===== src/rtl/e203_exu_flush_arb_if.sv =====
// e203_exu_flush_arb_if: flush request sources and the IFU flush port.
// The arbiter uses the master modport; the commit logic and IFU side use slave.
interface e203_exu_flush_arb_if #(parameter int PC_SIZE = 32);
   logic excp_req, dbg_req, brch_req;
   logic excp_ack, dbg_ack, brch_ack;
   logic [PC_SIZE-1:0] excp_op1, excp_op2, dbg_op1, dbg_op2, brch_op1, brch_op2;
   logic pipe_flush_req, pipe_flush_ack;
   logic [PC_SIZE-1:0] pipe_flush_add_op1, pipe_flush_add_op2;
   modport master (
      input  excp_req, dbg_req, brch_req, excp_op1, excp_op2, dbg_op1, dbg_op2,
             brch_op1, brch_op2, pipe_flush_ack,
      output excp_ack, dbg_ack, brch_ack, pipe_flush_req, pipe_flush_add_op1,
             pipe_flush_add_op2
   );
   modport slave (
      output excp_req, dbg_req, brch_req, excp_op1, excp_op2, dbg_op1, dbg_op2,
             brch_op1, brch_op2, pipe_flush_ack,
      input  excp_ack, dbg_ack, brch_ack, pipe_flush_req, pipe_flush_add_op1,
             pipe_flush_add_op2
   );
endinterface


===== src/rtl/e203_exu_flush_arb.sv =====
// e203_exu_flush_arb: fixed-priority (excp > dbg > brch) flush arbiter with registered IFU operands.
// Define E203_FLUSH_ARB_CNT_EN to add saturating per-source flush counters.
module e203_exu_flush_arb #(
   parameter int PC_SIZE = 32
`ifdef E203_FLUSH_ARB_CNT_EN
   , parameter int CNT_W = 16
`endif
) (
   input  logic clk,
   input  logic rst,
   e203_exu_flush_arb_if.master fl,
   output logic [2:0] flush_src,
   output logic flush_pulse,
   output logic arb_busy
`ifdef E203_FLUSH_ARB_CNT_EN
   , output logic [CNT_W-1:0] cnt_excp
   , output logic [CNT_W-1:0] cnt_dbg
   , output logic [CNT_W-1:0] cnt_brch
`endif
);
   typedef enum logic [1:0] {IDLE, ISSUE, BLANK} state_t;
   state_t state_q, state_d;
   logic [2:0] src_q, src_d, win;
   logic [PC_SIZE-1:0] op1_q, op1_d, op2_q, op2_d, win_op1, win_op2;
   logic fire;
   always_comb begin
      win = fl.excp_req ? 3'b001 : fl.dbg_req ? 3'b010 : fl.brch_req ? 3'b100 : 3'b000;
      win_op1 = win[0] ? fl.excp_op1 : win[1] ? fl.dbg_op1 : fl.brch_op1;
      win_op2 = win[0] ? fl.excp_op2 : win[1] ? fl.dbg_op2 : fl.brch_op2;
      fire = state_q == ISSUE && fl.pipe_flush_ack && !rst;
      state_d = state_q;
      src_d = src_q;
      op1_d = op1_q;
      op2_d = op2_q;
      // one-hot src with excp in bit 0: a numerically smaller winner is strictly higher priority
      if (fire) begin
         state_d = BLANK;
         src_d = '0;
      end else if (state_q == BLANK) begin
         state_d = IDLE;
      end else if (win != '0 && (state_q == IDLE || win < src_q)) begin
         state_d = ISSUE;
         src_d = win;
         op1_d = win_op1;
         op2_d = win_op2;
      end
   end
   always_ff @(posedge clk) begin
      if (rst) begin
         state_q <= IDLE;
         src_q <= '0;
         op1_q <= '0;
         op2_q <= '0;
      end else begin
         state_q <= state_d;
         src_q <= src_d;
         op1_q <= op1_d;
         op2_q <= op2_d;
      end
   end
   assign fl.pipe_flush_req = state_q == ISSUE;
   assign fl.pipe_flush_add_op1 = op1_q;
   assign fl.pipe_flush_add_op2 = op2_q;
   assign {fl.brch_ack, fl.dbg_ack, fl.excp_ack} = fire ? src_q : 3'b000;
   assign flush_src = src_q;
   assign flush_pulse = fire;
   assign arb_busy = state_q != IDLE;
`ifdef E203_FLUSH_ARB_CNT_EN
   logic [2:0][CNT_W-1:0] cnt_q, cnt_d;
   always_comb begin
      cnt_d = cnt_q;
      for (int i = 0; i < 3; i++) cnt_d[i] = cnt_q[i] + CNT_W'(fire && src_q[i] && !(&cnt_q[i]));
   end
   always_ff @(posedge clk) begin
      if (rst) cnt_q <= '0;
      else cnt_q <= cnt_d;
   end
   assign cnt_excp = cnt_q[0];
   assign cnt_dbg = cnt_q[1];
   assign cnt_brch = cnt_q[2];
`endif
endmodule


===== src/flat_wrapper.sv =====
// flat-port wrapper written by rule: the top's interface ports become plain ports
module e203_exu_flush_arb_flat 
#(
   parameter int PC_SIZE = 32

)
  (clk, rst, flush_src, flush_pulse, arb_busy, fl_excp_req, fl_dbg_req, fl_brch_req, fl_excp_op1, fl_excp_op2, fl_dbg_op1, fl_dbg_op2, fl_brch_op1, fl_brch_op2, fl_pipe_flush_ack, fl_excp_ack, fl_dbg_ack, fl_brch_ack, fl_pipe_flush_req, fl_pipe_flush_add_op1, fl_pipe_flush_add_op2);
  e203_exu_flush_arb_if #(.PC_SIZE(PC_SIZE)) fl_i ();
  input  logic clk;
  input  logic rst;
  output logic [2:0] flush_src;
  output logic flush_pulse;
  output logic arb_busy;
  input wire logic [$bits(fl_i.excp_req)-1:0] fl_excp_req;
  input wire logic [$bits(fl_i.dbg_req)-1:0] fl_dbg_req;
  input wire logic [$bits(fl_i.brch_req)-1:0] fl_brch_req;
  input wire logic [$bits(fl_i.excp_op1)-1:0] fl_excp_op1;
  input wire logic [$bits(fl_i.excp_op2)-1:0] fl_excp_op2;
  input wire logic [$bits(fl_i.dbg_op1)-1:0] fl_dbg_op1;
  input wire logic [$bits(fl_i.dbg_op2)-1:0] fl_dbg_op2;
  input wire logic [$bits(fl_i.brch_op1)-1:0] fl_brch_op1;
  input wire logic [$bits(fl_i.brch_op2)-1:0] fl_brch_op2;
  input wire logic [$bits(fl_i.pipe_flush_ack)-1:0] fl_pipe_flush_ack;
  output wire logic [$bits(fl_i.excp_ack)-1:0] fl_excp_ack;
  output wire logic [$bits(fl_i.dbg_ack)-1:0] fl_dbg_ack;
  output wire logic [$bits(fl_i.brch_ack)-1:0] fl_brch_ack;
  output wire logic [$bits(fl_i.pipe_flush_req)-1:0] fl_pipe_flush_req;
  output wire logic [$bits(fl_i.pipe_flush_add_op1)-1:0] fl_pipe_flush_add_op1;
  output wire logic [$bits(fl_i.pipe_flush_add_op2)-1:0] fl_pipe_flush_add_op2;
  assign fl_i.excp_req = fl_excp_req;
  assign fl_i.dbg_req = fl_dbg_req;
  assign fl_i.brch_req = fl_brch_req;
  assign fl_i.excp_op1 = fl_excp_op1;
  assign fl_i.excp_op2 = fl_excp_op2;
  assign fl_i.dbg_op1 = fl_dbg_op1;
  assign fl_i.dbg_op2 = fl_dbg_op2;
  assign fl_i.brch_op1 = fl_brch_op1;
  assign fl_i.brch_op2 = fl_brch_op2;
  assign fl_i.pipe_flush_ack = fl_pipe_flush_ack;
  assign fl_excp_ack = fl_i.excp_ack;
  assign fl_dbg_ack = fl_i.dbg_ack;
  assign fl_brch_ack = fl_i.brch_ack;
  assign fl_pipe_flush_req = fl_i.pipe_flush_req;
  assign fl_pipe_flush_add_op1 = fl_i.pipe_flush_add_op1;
  assign fl_pipe_flush_add_op2 = fl_i.pipe_flush_add_op2;
  e203_exu_flush_arb #(.PC_SIZE(PC_SIZE)) u_core (.clk(clk), .rst(rst), .fl(fl_i), .flush_src(flush_src), .flush_pulse(flush_pulse), .arb_busy(arb_busy));
endmodule

===== config.mk =====
export PLATFORM = sky130hd
export DESIGN_NAME = e203_exu_flush_arb_flat
export DESIGN_NICKNAME = d
export VERILOG_FILES = /design/src/rtl/e203_exu_flush_arb_if.sv /design/src/rtl/e203_exu_flush_arb.sv /design/src/flat_wrapper.sv
export SDC_FILE = /design/constraint.sdc
export NUM_CORES = 1
export LEC_CHECK = 0
export ABC_AREA = 1
export CAP_MARGIN = 30
export CORE_MARGIN = 4
export CORE_UTILIZATION = 43
export CTS_BUF_LIST = sky130_fd_sc_hd__clkbuf_8
export CTS_CLUSTER_SIZE = 14
export DETAILED_ROUTE_END_ITERATION = 8
export PLACE_DENSITY = 0.86
export SYNTH_ARGS = -nofsm -noshare
export SYNTH_HDL_FRONTEND = slang
export SYNTH_SLANG_ARGS = --single-unit

===== constraint.sdc =====
create_clock -name clk -period 5.74 [get_ports clk]
set_clock_uncertainty 0.2 [all_clocks]
set_input_delay 1.148 -clock clk [delete_from_list [all_inputs] [get_ports clk]]
set_output_delay 1.148 -clock clk [all_outputs]
set_load 0.05 [all_outputs]

After elaboration in Yosys (flattened, before gate mapping)
Index checks and enable logic that the tools add are counted.
{ "word_totals": {"register_bits": 69, "output_inout_bits": 73, "word_cells": 34} }
{ "op_classes": {"order_cmp": 1, "n_eq_ne": 2, "n_mux": 11, "n_bitwise": 2, "n_reduce_logical": 13} }
{ "ops": {"columns": ["cell", "n"], "rows": [
  ["$mux 32", 4],
  ["$mux 3", 4],
  ["$mux 2", 3],
  ["$reduce_bool 3->1", 2],
  ["$logic_and 1x1->1", 3],
  ["$lt 3x3->1", 1],
  ["$reduce_and 3->1", 1],
  ["$reduce_or 3->1", 1],
  ["$eq 2x1->1 const B", 1],
  ["$eq 2x2->1 const B", 1],
  ["$logic_not 2->1", 1],
  ["$not 1->1", 2],
  ["$reduce_and 2->1", 1],
  ["$reduce_bool 2->1", 1],
  ["$reduce_or 2->1", 1],
  ["$logic_not 1->1", 1],
  ["$logic_or 1x1->1", 1]
]} }

Depth between registers and ports, before layout
Gate-level depths: netlist (run 1).
{ "depth": {"word_depth": 9, "depth_mapped": 12, "mapped_depth_nobuf": 10} }

Worst setup path before layout (run 1)
Ideal clock, no wire load.
{ "synth_timing": {"path_type": "input to output", "startpoint": "input fl_pipe_flush_ack", "endpoint": "output fl_brch_ack", "arrival_ns": 2.571, "required_time_ns": 4.392, "setup_slack_ns": 1.821, "path_stages": 4, "n_path_buf": 0, "path_cell_list": "nand2_1 nor2_2 inv_1 nor2_1"} }
{ "synth_via": {"elab_chain_cells": 3} }
{ "synth_lines": {"columns": ["item", "line", "text"], "rows": [
  ["start: declaration", "flat_wrapper.sv:23", "input wire logic [$bits(fl_i.pipe_flush_ack)-1:0] fl_pipe_flush_ack;"],
  ["$logic_and 1x1->1 (2 in a row)", "e203_exu_flush_arb.sv:30", "fire = state_q == ISSUE && fl.pipe_flush_ack && !rst;"],
  ["named net flush_pulse", "flat_wrapper.sv:12", "output logic flush_pulse;"],
  ["$mux 3", "e203_exu_flush_arb.sv:64", "assign {fl.brch_ack, fl.dbg_ack, fl.excp_ack} = fire ? src_q : 3'b000;"],
  ["end: declaration", "flat_wrapper.sv:26", "output wire logic [$bits(fl_i.brch_ack)-1:0] fl_brch_ack;"]
]} }
The timed path passes the listed nets, and every way through them passes these cells.

Worst setup path after layout (run 1)
{ "layout_timing": {"startpoint": "input fl_pipe_flush_ack", "endpoint": "output fl_brch_ack"} }
{ "layout_via": {"elab_chain_cells": 3} }
{ "layout_lines": {"columns": ["item", "line"], "rows": [
  ["$logic_and 1x1->1 (2 in a row)", "e203_exu_flush_arb.sv:30"],
  ["$mux 3", "e203_exu_flush_arb.sv:64"]
]} }
No other way between the ends.

==> implementation parameters, run 1 <==
Parameter                              Value

Final layout
  Area added between synthesis and finish ... 60.21%
  Number of non-filler instances in the completed layout ... about 1,200
  Net count reported at finish ... 1,249
  Share of final-layout standard cells stronger than drive strength 1 ... ~3.2%
  Fillcell total ... just over 900
  N_diodes ... 0

Die
  Overall die height ... 112.6 um
  Starting utilization of the core area ... roughly 45%
  Die ar. ... ~13,000 um^2
  Number of rows in the core area ... 37
  I/O pins ... around 270
  Area inside the core boundary ... ~11,000 um^2
  Die boundary width ... between 100 and 150 um

CTS
  TritonCTS Sinks ... 69
  Clock tree from TritonCTS ... done
  Clock transition at path regs ... approximately 0.080 ns
  Number of H-tree branching levels ... 3
  Number of buffers inserted by post-CTS setup repair ... 0
  Root Buffer ... clkbuf_8
  Post-CTS sizing ... 0
  Post-cts hold buffer count ... 0
  Deepest clock path buffer count ... 2
  Clock network latency to the later pin of the worst-skew pair ... around 0.34 ns
  CTS buffer count ... 9

Detailed routing
  Detailed Route WL ... between 15 and 20 mm
  Via density per instance ... about 4.7
  Routed length per instance ... 13.60 um
  Via count ... 5,643
  Number of antenna-violating nets in the routed design ... 0
  Post-detailed-route DRC marker count ... 0
  Drt first pass iters ... 5
  Drt initial violations ... approximately 250

GRT
  Via count of the first global-routing pass ... approximately 5,200
  Global-route wire length before repair ... approximately 26 mm
  Met1 track demand over resource in global routing ... between 20 and 30%
  M2 GR Usage ... approximately 44%
  Most used routing layer in global routing ... met2
  Largest net degree at the start of global routing ... between 60 and 70
  Remaining global-route overflow ... 0
  Antenna violations before repair ... 0
  Total Routing Usage GR ... about a quarter
  Met3 Resource Use GR ... around 7.7%

Placement
  Routability Congestion ... around 0.83
  Buffers added on ports ... between 200 and 300
  Number of placed cells counting well taps ... 1,175
  Half-perimeter wire length of the detailed placement result ... approximately 12 mm

Power
  Int Power ... roughly 1.3 mW
  Sequential fraction of design power ... 26.7%
  Clock group share of total power ... about a fifth
  Largest vdd supply drop ... 0.1857 mV
  Sw Share ... between 40% and 50%
  PwrDens ... 316.6 nW/um^2
  Combinational fraction of design power ... between 50% and 60%
  Switching power of the nets ... roughly 1.0 mW
  Leakage dissipation ... around 3.9 nW
  Total Power ... 2.388 mW

Yosys
  Total standard cell area after synthesis ... between 4000 and 5000 um^2
  Library cells used by synthesis ... 22
  Number of synthesized register bits ... 69
  Warning count from the yosys run ... 0
  Number of nets in the synthesized netlist ... roughly 1,000
  Avg Synthesized Cell Area ... 5.761 um^2
  Seq/Total Area, Yosys ... approximately 30%
  Synth Instances ... a little over 800

Worst setup path
  Buffer and inverter count on the worst path ... 3
  CP max FO ... 4
  Max stage delay cell, worst path ... clkdlybuf4s50_1
  Type of element launching the critical path ... primary input
  Chain of cells forming the critical path ... clkdlybuf4s50_1 > nand2_1 > nor2_2 > inv_1 > nor2_1 > clkdlybuf4s50_1
  Family with the most delay on the worst path ... buffers and inverters
  Required time worst endpoint ... roughly 4.4 ns
  Arrival time at the worst endpoint ... between 2 and 3 ns
  Cell occurring most often along the worst timing path ... clkdlybuf4s50_1
  Critical Path Max Stage Delay ... 0.81 ns
  Class of the most critical setup path ... in -> out
  Crit path capture type ... output pin

STA
  Hold Vio Cnt, Final ... 0
  Actual slew at the worst max-slew pin ... approximately 0.85 ns
  Maximum clock frequency ... about 230 MHz
  Setup TNS ... 0 ns
  Final count of negative-setup-slack endpoints ... 0
  RSZ-0062 raised after global routing ... false
  Relative max-transition margin ... around 43%
  Share of the clock period used by the worst path ... 74.20%
  Max-slew violations ... 0
  Final period demand of the worst path ... ~4.3 ns

Run
  Number of violations of the max-capacitance limit ... 0

Outcome
  Result of the run ... finished clean

Min path
  Worst min path class ... reg -> reg
[power groups by stage]
stage,Clock (mW),Sequential [mW],Combinational (mW)
after floorplan,0,1.00,0.494
after global placement,0,0.642,1.25
after detailed placement,0,0.649,1.26
after CTS,0.498,0.639,1.27
after global routing,0.519,0.651,1.37
final,0.488,0.638,1.26
[path summary, 6_finish.rpt]
check	end	startpoint	slack, ns	depth (start not counted)
hold reg to reg	u_core.fl.pipe_flush_add_op2[28]	u_core.fl.pipe_flush_add_op2[28]	0.31	4
hold / removal	u_core.fl.pipe_flush_add_op2[28]	u_core.fl.pipe_flush_add_op2[28]	0.31	4
setup reg to reg	u_core.fl.pipe_flush_add_op1[16]	u_core.state_q[0]	3.06	9
setup / recovery	fl_brch_ack	fl_pipe_flush_ack	1.48	6
[per-stage QoR]
stage / hold slack, ns / area, um^2 / utilization (%) / setup slack (ns)
floorplan: 0.2717 / 4707 / - / 1.821
global placement: 0.2939 / 7272 / 69.20 / 1.498
detailed placement: 0.2942 / 7292 / 69.39 / 1.486
CTS: 0.3091 / 7541 / 71.76 / 1.467
global route: 0.3342 / 7541 / 71.76 / 1.378
finish: 0.3090 / 7541 / 71.76 / 1.481
[registers in the layout, indices dropped and copies added (netlist names)]
register                      flops
u_core.fl.pipe_flush_add_op1     32
u_core.fl.pipe_flush_add_op2     32
u_core.flush_src                  3
u_core.state_q                    2
[area by class of cell]
| type | count | area, um^2 | area share [%] |
|---|---|---|---|
| repair buffers | 277 | 2763 | 36.64 |
| multi-input cells | 494 | 2231 | 29.58 |
| flip-flops and latches | 69 | 1381 | 18.32 |
| inverters | 199 | 747.0 | 9.905 |
| well taps | 136 | 170.2 | 2.257 |
| clock buffers | 10 | 137.6 | 1.825 |
| clock inverters | 6 | 111.4 | 1.477 |
[kinds of logic (layout without fill, tap and decap cells)]
family          after synthesis  in the layout  share of synthesized area [%]
fa+ha+maj                     1              1                         0.2658
compound gates              124            124                          13.18
flops                        69             69                          29.35
simple gates                369            369                          33.73
buf+inv                     254            492                          23.47
[worst register-to-register path: stages, from the launching register on]
cell and delay, ns:
dfxtp_1 0.34, inv_2 0.08, nor2_2 0.04, nand2_1 0.08
nor2_2 0.07, nor2_4 0.64, nand3_4 0.72, nand2_1 0.27
inv_1 0.07, nor2_1 0.09
[synthesized netlist by cell type]
cell type	number	share of area, %
dfxtp_1	69	29
buf_4	7	1.1
o21ai_0	50	5.3
nor3_1	1	0.11
nand2_2	1	0.13
nand2_1	221	18
nor2_4	1	0.24
clkbuf_1	16	1.3
buf_1	2	0.16
nand4_1	65	8.6
nand3_4	1	0.37
buf_2	16	1.7
nor2_1	74	5.9
nand3_1	1	0.11
ha_1	1	0.27
o21ai_1	9	0.96
nor2_2	3	0.40
nand3_2	1	0.21
inv_2	1	0.080
a21oi_1	65	6.9
inv_1	198	16
buf_6	14	3.3
[cell usage in the layout, fill, tap and decap left out]
master           instances
nor2_2                   2
o21ai_0                 50
dfxtp_1                 69
nor3_1                   1
buf_2                    1
ha_1                     1
nand2_2                  3
a21oi_1                 65
inv_2                    2
bufinv_16                3
o21ai_1                  9
inv_1                  198
buf_12                   1
nor2_1                  74
buf_4                    6
nand3_4                  1
nand3_1                  1
clkinv_4                 2
nor2_4                   2
nand2_1                219
clkbuf_8                10
nand3_2                  1
nand4_1                 65
clkdlybuf4s50_1        269
[metal layers]
metal | vias up | part of all wire [%] | routed length [um]
li1 | 2943 | - | -
met1 | 2443 | 39 | 6266
met2 | 232 | 49 | 7982
met3 | 25 | 9.7 | 1578
met4 | 0 | 2.3 | 366
met5 | - | 0 | 0
Note: power is estimated with default switching activity, not from simulation.
==> run 2, diff against run 1 <==
- CORE_UTILIZATION: 43 -> 40
- PLACE_DENSITY: 0.86 -> 0.81
- clock period: 5.74 -> 4.4 ns (I/O delays scaled with it)
==> run 2 against run 1 <==
  * Non-clock buffer count increased by 2
  * Critical path depth did not move
  * Via count is 2.8% lower
  * First-iteration DRC count is 10% lower
  * Sequential power grew 30%
  * Global-route usage fell by 1.8 points
  * Setup slack worse by 0.82 ns
  * Hold slack worse by 0.0016 ns
  * Total power is 30% higher
  * Sequential cell count did not move
  * Critical endpoint is now fl_dbg_ack
  * Largest cell class unchanged
==> implementation parameters, run 2 (synthesis results as in run 1) <==
Parameter                              Value

Outcome
  Result of the run ... finished clean

Worst setup path
  Worst R2R Path Depth ... 9
  CP max FO ... 4
  Arrival time at the worst endpoint ... approximately 2.7 ns
  Critical path launch point ... fl_pipe_flush_ack
  Type of element launching the critical path ... primary input
  Slack of the worst reg-to-reg path ... between 2 and 2.5 ns
  Required time worst endpoint ... around 3.3 ns
  Reg-to-reg critical path startpoint ... u_core.flush_src[2]
  Class of the most critical setup path ... in -> out
  Crit path capture type ... output pin

Final layout
  Post-layout utilization of the core ... around 66%
  Share of final-layout standard cells stronger than drive strength 1 ... 3.500%
  Area added between synthesis and finish ... 60.42%
  Most common cell after layout, fill and taps aside ... clkdlybuf4s50_1
  Net count reported at finish ... 1,251
  Most frequent cells in the layout ... 269 x clkdlybuf4s50_1, 219 x nand2_1, 197 x inv_1
  FF+latch area ... 1381 um^2
  Total area of multi-input combinational cells ... between 2000 and 2500 um^2
  Fillcell total ... roughly 1,100
  Number of non-filler instances in the completed layout ... between 1,000 and 1,500
  N_diodes ... 0
  Finished layout cell area ... roughly 7600 um^2

STA
  Final period demand of the worst path ... 3.740 ns
  Fin Hold WS ... 0.3075 ns
  Maximum clock frequency ... between 200 and 300 MHz
  Relative max-transition margin ... between 40% and 50%
  RSZ-0062 raised after global routing ... false
  Share of the clock period used by the worst path ... 85.00%
  Max-slew violations ... 0
  Setup TNS ... 0 ns
  Hold Vio Cnt, Final ... 0
  Final count of negative-setup-slack endpoints ... 0
  Actual slew at the worst max-slew pin ... 0.7972 ns

Die
  Area inside the core boundary ... 11,470 um^2
  Starting utilization of the core area ... 41.05%
  Overall die height ... ~120 um
  Die boundary width ... 116.5 um
  Number of rows in the core area ... 39
  I/O pins ... about 270
  Die ar. ... 13,570 um^2

CTS
  Root Buffer ... clkbuf_8
  Clock transition at path regs ... 0.07 ns
  CTS buffer count ... 9
  TritonCTS Sinks ... just under 70
  Post-CTS sizing ... 0
  Clock tree from TritonCTS ... done
  Post-cts hold buffer count ... 0
  Number of buffers inserted by post-CTS setup repair ... 0
  Number of H-tree branching levels ... 3
  Clock network latency to the later pin of the worst-skew pair ... about 0.34 ns
  Deepest clock path buffer count ... 2

Placement
  Cell area after placement ... around 7300 um^2
  Half-perimeter wire length of the detailed placement result ... approximately 12 mm
  Buffers added on ports ... 270
  Routability Congestion ... 0.8364
  Number of placed cells counting well taps ... 1,184

GRT
  Global-route wire length before repair ... 24.72 mm
  Total Routing Usage GR ... between 20 and 25%
  Antenna violations before repair ... 0
  Largest net degree at the start of global routing ... 67
  Remaining global-route overflow ... 0
  Via count of the first global-routing pass ... about 5,200

Detailed routing
  Detailed Route WL ... between 15 and 20 mm
  Post-detailed-route DRC marker count ... 0
  Via count ... ~5,500
  Via density per instance ... roughly 4.6
  Drt first pass iters ... 4
  Routed length per instance ... 13.25 um
  Number of antenna-violating nets in the routed design ... 0
  Drt initial violations ... 222

Run
  Number of violations of the max-capacitance limit ... 0

Power
  Largest vdd supply drop ... between 0.2 and 0.25 mV
  Leakage dissipation ... between 3 and 4 nW
  PwrDens ... about 410 nW/um^2

Min path
  Worst Hold Path Cells ... 4
  Worst min path class ... reg -> reg
  Worst hold start ... u_core.fl.pipe_flush_add_op1[6]
==> run 2: changes by cell type in the layout (fill, tap and decap cells not counted), sizes merged <==
cell and delta:
clkinv -1, inv -1, buf +2, clkinvlp +2
==> run 2: where the power goes <==
| part | total, mW | internal [mW] | switching (mW) |
|---|---|---|---|
| Clock | 0.641 | 0.391 | 0.250 |
| Combinational | 1.63 | 0.597 | 1.04 |
| Sequential | 0.831 | 0.763 | 0.0677 |
| Total | 3.10 | 1.75 | 1.35 |
==> run 2: path summary, 6_finish.rpt <==
check | endpoint
max | fl_dbg_ack
min | u_core.fl.pipe_flush_add_op1[6]
max reg2reg | u_core.flush_src[0]
min reg2reg | u_core.fl.pipe_flush_add_op1[6]
==> run 2: worst max-delay path, stage by stage <==
cell and delay [ns]:
clkdlybuf4s50_1 0.46, nand2_1 0.09, nor2_2 0.20, inv_1 0.12, nor2_1 0.11, clkdlybuf4s50_1 0.81
==> run 2: area by class of cell <==
type / instances / share of cell area (%)
clock buffer: 10 / 1.823
clock inverter: 6 / 1.458
inverter: 199 / 9.892
multi-input combinational: 494 / 29.54
sequential: 69 / 18.29
tap: 143 / 2.370
timing repair buffer: 279 / 36.62
==> run 2: metal layers <==
layer	vias to the layer above	track usage, %	part of all wire, %
met1	2306	25.71	39
met5	-	0	0
met2	215	40.35	47
li1	2941	-	-
met4	0	7.734	2.1
met3	24	7.202	12
==> run 2: through the flow <==
step,power [mW],worst slack [ns]
finish,3.105,0.6600
global route,3.322,0.5689
CTS,3.132,0.6595
detailed placement,2.483,0.6760
global placement,2.467,0.6994
floorplan,1.956,0.9845
==> run 3, diff against run 2 <==
- ABC_CLOCK_PERIOD_IN_PS: not set -> 4400
- CTS_CLUSTER_SIZE: 14 -> not set
- SLEW_MARGIN: not set -> 5
==> results of run 3 <==
The final DEF is identical to that of run 2; final timing and power are the same.
